--- src/rtl/program_encoder.sv ---
// Packs per-field instruction requests into 16-bit control-unit words and streams them,
// through a small FIFO, into program memory at auto-incrementing addresses.
module program_encoder #(
    parameter int ADDR_W     = 15,
    parameter int FIFO_DEPTH = 4
) (
    input  logic              clk,
    input  logic              reset,
    input  logic              start,
    input  logic [ADDR_W-1:0] base_addr,
    input  logic              flush,
    input  logic              in_valid,
    output logic              in_ready,
    input  logic              in_kind,
    input  logic [15:0]       in_imm,
    input  logic [2:0]        in_dest,
    input  logic [1:0]        in_x_sel,
    input  logic [1:0]        in_y_sel,
    input  logic              in_zero_x,
    input  logic              in_zero_y,
    input  logic              in_negate,
    input  logic [1:0]        in_opcode,
    input  logic [2:0]        in_jump,
    output logic              mem_we,
    output logic [ADDR_W-1:0] mem_addr,
    output logic [15:0]       mem_wdata,
    input  logic              mem_stall,
    output logic              busy,
    output logic              done,
    output logic [ADDR_W:0]   words_written,
    output logic              err_imm,
    output logic              err_overflow
);
    localparam int PW = $clog2(FIFO_DEPTH);
    localparam logic [PW:0]     FULL_CNT = FIFO_DEPTH[PW:0];
    localparam logic [PW:0]     CNT_ONE  = 1;
    localparam logic [PW-1:0]   PTR_ONE  = 1;
    localparam logic [ADDR_W-1:0] ADDR_ONE = 1;
    localparam logic [ADDR_W:0]   WW_ONE   = 1;

    typedef enum logic [1:0] {IDLE, RUN, DRAIN, DONE} state_t;
    state_t state, state_nxt;

    logic [15:0]       fifo [FIFO_DEPTH];
    logic [PW-1:0]     wr_ptr, rd_ptr;
    logic [PW:0]       count;
    logic [ADDR_W-1:0] addr;        // address of the next memory write
    logic              exhausted;   // last address already written
    logic [15:0]       word;
    logic              fifo_full, fifo_empty, accept, bad_imm, push, pop, complete, start_ok;
    logic              load_exh;
    logic [ADDR_W-1:0] load_addr;

    assign fifo_full  = (count == FULL_CNT);
    assign fifo_empty = (count == '0);
    assign in_ready   = (state == RUN) && !fifo_full;
    assign busy       = (state == RUN) || (state == DRAIN);
    assign accept     = in_valid && in_ready;
    assign bad_imm    = in_kind && in_imm[15];
    assign push       = accept && !bad_imm;
    assign complete   = mem_we && !mem_stall;
    assign pop        = !fifo_empty && (!mem_we || !mem_stall);
    assign start_ok   = start && ((state == IDLE) || (state == DONE));

    // A word popped on the same edge a write completes must see the post-completion address.
    assign load_exh  = exhausted || (complete && (addr == '1));
    assign load_addr = complete ? addr + ADDR_ONE : addr;

    always_comb begin
        if (in_kind)
            word = {1'b1, in_imm[14:0]};
        else
            word = {1'b0, in_dest, in_y_sel, in_x_sel, in_zero_x, in_zero_y,
                    in_negate, in_opcode, in_jump};
    end

    always_comb begin
        state_nxt = state;
        case (state)
            IDLE:    if (start) state_nxt = RUN;
            RUN:     if (flush) state_nxt = DRAIN;
            DRAIN:   if (fifo_empty && !mem_we) state_nxt = DONE;
            DONE:    if (start) state_nxt = RUN;
            default: state_nxt = IDLE;
        endcase
    end

    always_ff @(posedge clk) begin
        if (push) fifo[wr_ptr] <= word;
    end

    always_ff @(posedge clk or posedge reset) begin
        if (reset) begin
            state         <= IDLE;
            wr_ptr        <= '0;
            rd_ptr        <= '0;
            count         <= '0;
            addr          <= '0;
            exhausted     <= 1'b0;
            mem_we        <= 1'b0;
            mem_addr      <= '0;
            mem_wdata     <= '0;
            done          <= 1'b0;
            words_written <= '0;
            err_imm       <= 1'b0;
            err_overflow  <= 1'b0;
        end else begin
            state <= state_nxt;
            done  <= (state == DRAIN) && (state_nxt == DONE);

            if (push) wr_ptr <= wr_ptr + PTR_ONE;
            if (pop)  rd_ptr <= rd_ptr + PTR_ONE;
            if (push && !pop)      count <= count + CNT_ONE;
            else if (pop && !push) count <= count - CNT_ONE;

            if (accept && bad_imm) err_imm <= 1'b1;

            if (complete) begin
                words_written <= words_written + WW_ONE;
                if (addr == '1) exhausted <= 1'b1;
                else            addr      <= addr + ADDR_ONE;
            end

            if (pop) begin
                if (load_exh) begin
                    mem_we       <= 1'b0;
                    err_overflow <= 1'b1;
                end else begin
                    mem_we    <= 1'b1;
                    mem_addr  <= load_addr;
                    mem_wdata <= fifo[rd_ptr];
                end
            end else if (complete) begin
                mem_we <= 1'b0;
            end

            // Start only happens with nothing in flight, so it never collides with a completion.
            if (start_ok) begin
                addr          <= base_addr;
                exhausted     <= 1'b0;
                words_written <= '0;
                err_imm       <= 1'b0;
                err_overflow  <= 1'b0;
            end
        end
    end
endmodule

--- config.mk ---
export PLATFORM = sky130hd
export DESIGN_NAME = program_encoder
export DESIGN_NICKNAME = d
export VERILOG_FILES = /design/src/rtl/program_encoder.sv
export SDC_FILE = /design/constraint.sdc
export NUM_CORES = 1
export LEC_CHECK = 0
export BUFFER_PORTS_ARGS = -buffer_cell sky130_fd_sc_hd__buf_2
export CAP_MARGIN = 20
export CORE_MARGIN = 1.5
export CORE_UTILIZATION = 45
export CTS_CLUSTER_DIAMETER = 120
export DETAILED_ROUTE_END_ITERATION = 10
export PLACE_DENSITY = 0.66
export SYNTH_ARGS = -nofsm -noshare
export SYNTH_HDL_FRONTEND = slang
export SYNTH_SLANG_ARGS = --single-unit
--- constraint.sdc ---
create_clock -name clk -period 3.1 [get_ports clk]
set_input_delay 0.155 -clock clk [delete_from_list [all_inputs] [get_ports clk]]
set_output_delay 0.155 -clock clk [all_outputs]
set_load 0.05 [all_outputs]
==> impl_metrics.yaml, run 1 <==
cells_and_area:
  layout.nets: 648
  seq_area_um2: 3820
  nFillCells: 1119
  drive_gt1_share_pct: 37.0
  final_cells: 777
  area_growth_syn_to_layout_pct: 22.6
  stdcell_area_um2: 7920
  fin_util_pct: 56.8
  antenna_cells: 0
  multiInputGateArea_um2: 2470
timing:
  relSlewSlack_pct: 45.9
  min_period_ps: 2530
  slew_violations: 0
  finClkSkew_ps: 9.06
  tightest_slew_ps: 809
  hold_viol_final: 0
  finalSetupViolations: 0
  grt_setup_unrepaired: "no"
  timing.final.crit_share_pct: 81.8
  fin_tns_setup_ps: 0
  max_freq_ghz: 0.394
setup_path:
  path_max_fanout: 23
  cp_top_family: "simple AND/OR/NAND/NOR gates"
  critPathArrivalTime_ps: 2840
  critPathSlowestCell: "nor4_4"
  crit_type: "register to register"
  crit_start: "addr[0]"
  ff2ff_path_depth: 6
  crit_path_end: "mem_addr[12]"
  r2r-end: "mem_addr[12]"
  cp_num_buf_inv: 1
  cpPeakStageDelay_ps: 570
  startpoint_type: "register"
  crit_chain: "ha_1 > nand3_2 > nor4_4 > a21oi_4 > buf_4 > mux2_4"
  crit_cells: 6
  regToRegSetupSlack_ps: 570
  cp-end-kind: "register"
  required_ps: 3410
  rr_startpoint: "addr[0]"
synth:
  ys_top_cells_by_area: "edfxtp_1, dfrtp_1, mux2_4, mux4_2, mux2_2"
  ys_types: 59
  syn-mean-instance-area_um2: 14.0
  syn_nets: 525
  synth_top_cell_by_area: "edfxtp_1"
  synth_edf_count: 64
  ys_ff_latch: 140
  yosys_warnings: 0
  synth.top_cell.area_share_pct: 29.7
  synth_commonest_cells: "dfrtp_1, edfxtp_1, mux2_4, nand2_1, nor2_1"
  synth_cells: 461
  seq_area_frac_synth_pct: 59.2
  syn_area_um2: 6460
  async_flop_share_pct: 54.3
  synth.most_common_cell: "dfrtp_1"
  yosys_most_used_dff: "dfrtp_1"
drt:
  drt_pre_antenna_iters: 4
  postRouteAntennaNets: 0
  via_per_inst: 5.35
  vias: 4156
  wl_per_cell_um: 17.4
  drcViolationCount: 0
  finalWirelength_mm: 13.5
  initialDrtViolationCount: 258
power:
  ir_drop_uv: 623
  p_leak_nw: 3.35
  p_per_area_nw_per_um2: 1050
  power_mw: 8.30
global_route:
  antenna_found_initial: 0
  grt.met1_usage_pct: 25.2
  overflow: 0
  grt_usage_pct: 19.8
  grt_max_degree: 36
  use_met2_pct: 32.4
  grt.busiest_layer: "met2"
  grt_pass1_wl_mm: 22.3
  use_met3_pct: 4.65
  first_global_vias: 4283
cts:
  numClockSinks: 140
  tritoncts: "yes"
  cts.path.max_buffers: 2
  htree_levels: 4
  cts_root_buffer: "clkbuf_16"
  clk_pin_slew_worst_paths_ps: 60
  cts_buffers: 17
  insertion_delay_ps: 430
worst_hold_path:
  min_path_cells: 3
  min_from: "in_valid"
  hold_class: "input port to register"
place:
  hpwl_mm: 9.04
  place_area_um2: 7180
  dp.cells: 735
  globalplace.congestion: 0.831
  portBuffers: 105
floorplan:
  die_area_um2: 15100
  start_util_pct: 46.4
  num_io_pins: 106
  core_area_um2: 13900
  rows: 43
  fp.dieH_um: 123
  die_w_um: 123
flow_run:
  max_cap_violations: 0
run_status:
  status: "complete, no violations"
-- flip-flops by register name, indices dropped and copies added (netlist names) --
signal,flops
addr,15
count,3
done,1
err_imm,1
err_overflow,1
exhausted,1
fifo,64
mem_addr,15
mem_wdata,16
mem_we,1
rd_ptr,2
state,2
words_written,16
wr_ptr,2
-- cell families after synthesis --
logic type                 Yosys count  synth area share (%)
adders and majority gates           11                  2.25
DFF                                140                  59.2
xor gates and xnor gates            28                  3.79
buffers and inverters               36                  2.69
muxes                               64                  15.5
and+or+nand+nor                    123                  10.7
AOI/OAI and AO/OA                   59                  5.94
-- area by class of cell --
class / instances / share of cell area, %
multi-input cells: 285 / 31.1
clock buffers: 19 / 5.72
flip-flops and latches: 140 / 48.3
inverters: 13 / 0.632
repair buffers: 127 / 9.03
clock inverters: 13 / 2.37
well taps: 180 / 2.84
-- report_power, final --
part / total, mW / switching, mW / internal [mW]
Sequential: 2.89 / 0.462 / 2.43
Combinational: 3.22 / 1.95 / 1.27
Clock: 2.18 / 0.791 / 1.39
Total: 8.30 / 3.20 / 5.09
-- cell usage in the layout, fill, tap and decap left out, drive strengths merged, types with 13 or more instances in the layout --
cell type | synthesis | layout
dfrtp | 76 | 76
edfxtp | 64 | 64
clkbuf | 13 | 19
mux4 | 16 | 16
inv | 13 | 15
buf | 10 | 117
a21oi | 13 | 13
nand2 | 27 | 27
o21ai | 15 | 15
mux2 | 46 | 46
xnor2 | 15 | 15
xor2 | 13 | 13
nor2 | 25 | 25
-- worst min-delay path by stage --
stage             endpoint
2_1_floorplan  fifo[0][15]
6_report           err_imm
3_5_place_dp       err_imm
4_1_cts            addr[5]
5_1_grt            addr[5]
3_3_place_gp       err_imm
-- worst register-to-register path, stage by stage (launching register included) --
cell,delay (ps)
dfrtp_1,460
ha_1,250
nand3_2,200
nor4_4,570
a21oi_4,240
buf_4,330
mux2_4,360
-- timing repair --
item / in CTS / in global routing
buffers inserted: 0 / 0
hold buffers: 10 / 0
hold endpoints to repair: 42 / 0
gates resized for setup: 0 / 0
-- through the flow --
step | hold slack [ps] | worst slack [ps]
finish | 20.4 | 565
global route | 21.0 | 384
CTS | 3.38 | 576
detailed placement | 271 | 580
global placement | 261 | 699
floorplan | 254 | 122
-- metal layers --
metal	wire [um]	share of wire [%]	vias up
met2	6560	49	114
met1	6060	45	2058
li1	-	-	1962
met3	655	4.8	22
met4	246	1.8	0
met5	0	0	-
Note: power is estimated with default switching activity, not from simulation.
==> run 2, diff against run 1 <==
--- a/config.mk
+++ b/config.mk
@@ -5,13 +5,14 @@
 export SDC_FILE = /design/constraint.sdc
 export NUM_CORES = 1
 export LEC_CHECK = 0
+export ABC_AREA = 1
 export BUFFER_PORTS_ARGS = -buffer_cell sky130_fd_sc_hd__buf_2
 export CAP_MARGIN = 20
 export CORE_MARGIN = 1.5
 export CORE_UTILIZATION = 45
 export CTS_CLUSTER_DIAMETER = 120
 export DETAILED_ROUTE_END_ITERATION = 10
-export PLACE_DENSITY = 0.66
+export PLACE_DENSITY = 0.68
 export SYNTH_ARGS = -nofsm -noshare
 export SYNTH_HDL_FRONTEND = slang
 export SYNTH_SLANG_ARGS = --single-unit
==> constraint.sdc (replaced) <==
create_clock -name clk -period 2.2 [get_ports clk]
set_input_delay 0.11 -clock clk [delete_from_list [all_inputs] [get_ports clk]]
set_output_delay 0.11 -clock clk [all_outputs]
set_load 0.05 [all_outputs]
==> run 2 against run 1 <==
Utilization decreased by 0.73 points. Non-clock buffer count increased by 8. First-iteration DRC count increased by 19%. Maximum frequency increased by 21%. Clock power increased by 20%. Synthesized cell count increased by 54%. Clock-buffer cell count decreased by 1. Clock skew about the same. Final cell count increased by 33%. Critical endpoint is now count[2]. Largest cell class unchanged. Largest power group unchanged.
==> impl_metrics.yaml, run 2 <==
timing:
  relSlewSlack_pct: 58.8
  finClkSkew_ps: 8.63
  max_freq_ghz: 0.478
  slew_violations: 0
  fin_tns_setup_ps: 0
  timing.final.crit_share_pct: 95.2
  finalSetupViolations: 0
  tightest_slew_ps: 617
  layout_setup_ws_ps: 107
  min_period_ps: 2090
  grt_setup_unrepaired: "no"
  hold_viol_final: 0
synth:
  async_flop_share_pct: 54.3
  synth.top_cell.area_share_pct: 28.8
  synth_commonest_cells: "nand2_1, dfrtp_1, edfxtp_1"
  syn_nets: 776
  syn_area_um2: 6680
  synth_cells: 712
  synth_top_cell_by_area: "edfxtp_1"
  ys_top_cells_by_area: "edfxtp_1, dfrtp_1, nand2_1, inv_1, mux2_2"
  synth_edf_count: 64
  ys_types: 33
  ys_ff_latch: 140
  synth.most_common_cell: "nand2_1"
  seq_area_frac_synth_pct: 57.2
  yosys_warnings: 0
  yosys_most_used_dff: "dfrtp_1"
  syn-mean-instance-area_um2: 9.39
power:
  p_leak_nw: 3.72
  power_mw: 11.2
  p_per_area_nw_per_um2: 1370
  ir_drop_uv: 739
cells_and_area:
  area_growth_syn_to_layout_pct: 22.1
  final_common_cell: "nand2_1"
  final_cells: 1036
  nFillCells: 1354
  drive_gt1_share_pct: 23.9
  fin_util_pct: 56.1
  final_cell_mix: "nand2_1, buf_2, dfrtp_1"
  antenna_cells: 0
  layout.nets: 903
  largest_reg_flops: 64
  largest_register: "fifo"
  largestRegisters: "fifo: 64 flops, mem_wdata: 16 flops, words_written: 16 flops"
cts:
  clk_pin_slew_worst_paths_ps: 60
  tritoncts: "yes"
  insertion_delay_ps: 420
  htree_levels: 4
  cts_buffers: 17
  cts_root_buffer: "clkbuf_16"
  numClockSinks: 140
  cts.path.max_buffers: 2
setup_path:
  crit_type: "register to register"
  cp-end-kind: "register"
  critPathArrivalTime_ps: 2390
  ff2ff_path_depth: 12
  required_ps: 2500
  path_common_cell: "inv_2"
  critPathSlowestCell: "dfrtp_1"
  cpPeakStageDelay_ps: 390
  crit_cells: 12
  cp_top_family: "adder cells"
  startpoint_type: "register"
  path_max_fanout: 3
  cp_num_buf_inv: 4
  crit_chain: "inv_2 > ha_1 > inv_1 > a31oi_4 > nand3_4 > inv_2 > ha_2 > inv_2 > fa_2 > a21oi_2 > o21ai_1 > xor2_1"
drt:
  postRouteAntennaNets: 0
  drcViolationCount: 0
  vias: 5226
  initialDrtViolationCount: 306
  via_per_inst: 5.04
  wl_per_cell_um: 13.9
  drt_pre_antenna_iters: 4
  finalWirelength_mm: 14.4
run_status:
  status: "complete, no violations"
global_route:
  antenna_found_initial: 0
  grt_pass1_wl_mm: 24.0
  grt_max_degree: 45
  first_global_vias: 4943
  grt_usage_pct: 19.4
  overflow: 0
place:
  globalplace.congestion: 0.787
  portBuffers: 105
  dp.cells: 992
  pre_cts_ws_ps: 75.8
  hpwl_mm: 9.49
floorplan:
  num_io_pins: 106
  die_area_um2: 15600
  die_w_um: 125
  fp.dieH_um: 125
  core_area_um2: 14500
  start_util_pct: 46.0
  rows: 44
worst_hold_path:
  min_path_cells: 5
  hold_class: "input port to register"
flow_run:
  max_cap_violations: 0
-- run 2: cell count changes after synthesis, sizes merged, moves of 22 or more --
cell   change
nand2    +224
inv       +42
mux2      -31
o21ai     +34
nand3     +25
nor2      +22
-- run 2: worst paths after layout --
path / start / endpoint / slack (ps)
min in group asynchronous: reset / state[0] / 300
hold / removal: base_addr[5] / addr[5] / 9
setup / recovery: state[1] / count[2] / 110
max in group asynchronous: reset / addr[3] / 1260
setup reg to reg: state[1] / count[2] / 110
hold reg to reg: rd_ptr[1] / rd_ptr[1] / 470
-- run 2: tightest hold or removal path, stage by stage --
cell and delay (ps):
buf_2 80, nand2_1 50, nand2_1 50, nand2_1 40, o21ai_0 60
-- run 2: final cells by class --
type | count | area, um^2 | area share [%]
sequential | 140 | 3820 | 46.9
inverter | 56 | 211 | 2.59
clock buffer | 18 | 429 | 5.26
clock inverter | 14 | 109 | 1.33
tap | 184 | 230 | 2.82
timing repair buffer | 135 | 811 | 9.94
multi-input combinational | 489 | 2540 | 31.2
-- run 2: kinds of logic (layout without fill, tap and decap cells) --
kind of cell               after synthesis  after routing  synth area share (%)
and+or+nand+nor                        353            353                  22.0
adders and majority gates               11             11                  2.17
xor gates and xnor gates                 9              9                  1.18
AOI/OAI and AO/OA                       98             98                  9.21
buffers and inverters                   83            223                  5.28
muxes                                   18             18                  2.98
DFF                                    140            140                  57.2
-- run 2: timing repair --
action | in CTS | in global routing
endpoints found under the setup margin | 0 | 1
gates resized for setup | 0 | 4
buffers inserted | 0 | 3
hold buffers | 9 | 0
hold endpoints to repair | 40 | 0
-- run 2: report_power, final --
| part | internal (mW) | leakage, nW | switching [mW] |
|---|---|---|---|
| Sequential | 3.35 | 1.55 | 0.418 |
| Combinational | 1.46 | 1.91 | 3.32 |
| Clock | 1.46 | 0.264 | 1.15 |
| Total | 6.27 | 3.72 | 4.89 |
-- run 2: metal layers --
layer | share of wire [%] | up-vias | global-route usage (%) | routed length [um]
met5 | 0 | - | 0 | 0
met4 | 1.9 | 0 | 7.29 | 267
met3 | 4.7 | 21 | 4.04 | 677
met2 | 49 | 131 | 32.5 | 7020
met1 | 45 | 2442 | 24.7 | 6400
li1 | - | 2632 | - | -
-- run 2: through the flow --
stage          hold WS, ps  area, um^2
4_1_cts               1.06        8130
5_1_grt               26.5        8160
2_1_floorplan          209        6710
3_3_place_gp           204        7500
3_5_place_dp           210        7500
6_report              8.88        8160
==> run 3, diff against run 2 <==
--- a/config.mk
+++ b/config.mk
@@ -5,14 +5,14 @@
 export SDC_FILE = /design/constraint.sdc
 export NUM_CORES = 1
 export LEC_CHECK = 0
-export ABC_AREA = 1
 export BUFFER_PORTS_ARGS = -buffer_cell sky130_fd_sc_hd__buf_2
 export CAP_MARGIN = 20
 export CORE_MARGIN = 1.5
 export CORE_UTILIZATION = 45
 export CTS_CLUSTER_DIAMETER = 120
 export DETAILED_ROUTE_END_ITERATION = 10
-export PLACE_DENSITY = 0.68
+export PLACE_DENSITY = 0.69
 export SYNTH_ARGS = -nofsm -noshare
 export SYNTH_HDL_FRONTEND = slang
 export SYNTH_SLANG_ARGS = --single-unit
+export TNS_END_PERCENT = 20
==> run 3 against run 2 <==
Critical path depth down 7. Sequential share of layout area shrank 0.49 points. Worst setup slack improved by 68 ps. Maximum frequency rose by 3.3%. Utilization up 3.0 points. Cell area up 1.1%. Highest routed layer unchanged. Total power increased by 9.9%. First-iteration DRC count decreased by 21%. Sequential cell count unchanged. Via count shrank 19%.
==> impl_metrics.yaml, run 3 (synthesized netlist as in run 1, its figures left out) <==
floorplan:
  start_util_pct: 46.4
  core_area_um2: 13900
  fp.dieH_um: 123
  die_w_um: 123
  die_area_um2: 15100
  rows: 43
  num_io_pins: 106
cts:
  numClockSinks: 140
  htree_levels: 4
  cts_root_buffer: "clkbuf_16"
  clk_pin_slew_worst_paths_ps: 60
  postCtsSetupRepairBufs: 0
  cts_buffers: 17
  tritoncts: "yes"
  cts.path.max_buffers: 2
  insertion_delay_ps: 420
setup_path:
  path_max_fanout: 8
  crit_type: "register to register"
  cp_num_buf_inv: 1
  startpoint_type: "register"
  ff2ff_path_depth: 5
  critPathArrivalTime_ps: 2370
  r2r-end: "words_written[13]"
  regToRegSetupSlack_ps: 170
  rr_startpoint: "mem_we"
  critPathSlowestCell: "or4_1"
  cp-end-kind: "register"
  cpPeakStageDelay_ps: 540
  required_ps: 2540
  cp_top_family: "simple AND/OR/NAND/NOR gates"
  crit_chain: "buf_4 > and4b_1 > nand3_1 > or4_1 > a21oi_1"
cells_and_area:
  stdcell_area_um2: 8240
  drive_gt1_share_pct: 38.5
  layout.nets: 664
  largest_reg_flops: 64
  multiInputGateArea_um2: 2520
  final_cells: 793
  antenna_cells: 0
  largest_register: "fifo"
  final_cell_mix: "buf_2, dfrtp_1, edfxtp_1"
  seq_area_um2: 3820
  final_common_cell: "buf_2"
  nFillCells: 1067
  largestRegisters: "fifo: 64 flops, mem_wdata: 16 flops, words_written: 16 flops"
  area_growth_syn_to_layout_pct: 27.5
worst_hold_path:
  hold_class: "input port to register"
  min_path_cells: 3
  min_from: "in_imm[15]"
  hold_end: "err_imm"
drt:
  postRouteAntennaNets: 0
  vias: 4223
  wl_per_cell_um: 17.4
  via_per_inst: 5.33
  drcViolationCount: 0
  finalWirelength_mm: 13.8
  drt_pre_antenna_iters: 4
  initialDrtViolationCount: 241
global_route:
  overflow: 0
  first_global_vias: 4356
  grt_usage_pct: 19.7
  antenna_found_initial: 0
  grt_max_degree: 45
  grt_pass1_wl_mm: 22.1
timing:
  timing.final.crit_share_pct: 92.1
  grt_setup_unrepaired: "no"
  max_freq_ghz: 0.494
  slew_violations: 0
  relSlewSlack_pct: 60.1
  finalSetupViolations: 0
  finClkSkew_ps: 7.42
  tightest_slew_ps: 597
  hold_viol_final: 0
  layout_setup_ws_ps: 174
  fin_hold_ws_ps: 35.1
  min_period_ps: 2030
place:
  hpwl_mm: 9.02
  place_area_um2: 7360
  pre_cts_ws_ps: 179
  globalplace.congestion: 0.806
  portBuffers: 105
  dp.cells: 743
power:
  power_mw: 12.3
  p_per_area_nw_per_um2: 1490
  ir_drop_uv: 987
  p_leak_nw: 3.47
flow_run:
  max_cap_violations: 0
run_status:
  status: "complete, no violations"
==> run 3: repair_timing <==
action	4_1_cts	5_1_grt
setup endpoints to repair	0	1
hold buffers	18	0
resized for setup	0	2
hold endpoints to repair	49	0
==> run 3: through the flow <==
stage / util, % / TNS (ps)
final: 59.2 / 0
after global routing: 59.2 / 0
after global placement: 52.8 / 0
after detailed placement: 52.8 / 0
after CTS: 59.1 / 0
after floorplan: - / -1210
==> run 3: worst reg2reg max path, delay by kind of cell, from the launching register on <==
| family | cells | cell delay (ps) |
|---|---|---|
| AO/OA/AOI/OAI | 1 | 160 |
| buffers and inverters | 1 | 190 |
| flip-flops | 1 | 520 |
| AND/OR/NAND/NOR | 3 | 1080 |
==> run 3: how the worst max path moves through the flow <==
stage | slack, ps | start | cells past startpoint | end
4_1_cts | 130 | state[1] | 10 | count[2]
2_1_floorplan | -70 | state[1] | 11 | count[2]
3_3_place_gp | 240 | state[1] | 10 | count[2]
3_5_place_dp | 180 | state[1] | 10 | count[2]
6_report | 170 | mem_we | 5 | words_written[13]
5_1_grt | 20 | mem_we | 5 | words_written[13]
==> run 3: area by class of cell <==
type                    instances  area share [%]
clock inverters                13            3.17
repair buffers                143            11.3
inverters                      13           0.607
flip-flops and latches        140            46.4
well taps                     180            2.73
multi-input cells             285            30.6
clock buffers                  19            5.25
==> run 3: routing by layer <==
layer  track usage (%)  part of all wire, %  up-vias  wire, um
li1                  -                    -     2000         -
met1              24.5                   43     2084      5960
met2              33.3                   50      121      6960
met3              5.53                  4.7       18       650
met4              6.54                  1.6        0       216
met5                 0                    0        -         0
==> run 3: where the power goes <==
part / internal (mW) / leakage (nW) / switching, mW
registers: 3.43 / 1.51 / 0.580
clock network: 2.25 / 0.332 / 1.10
logic: 1.97 / 1.63 / 2.92
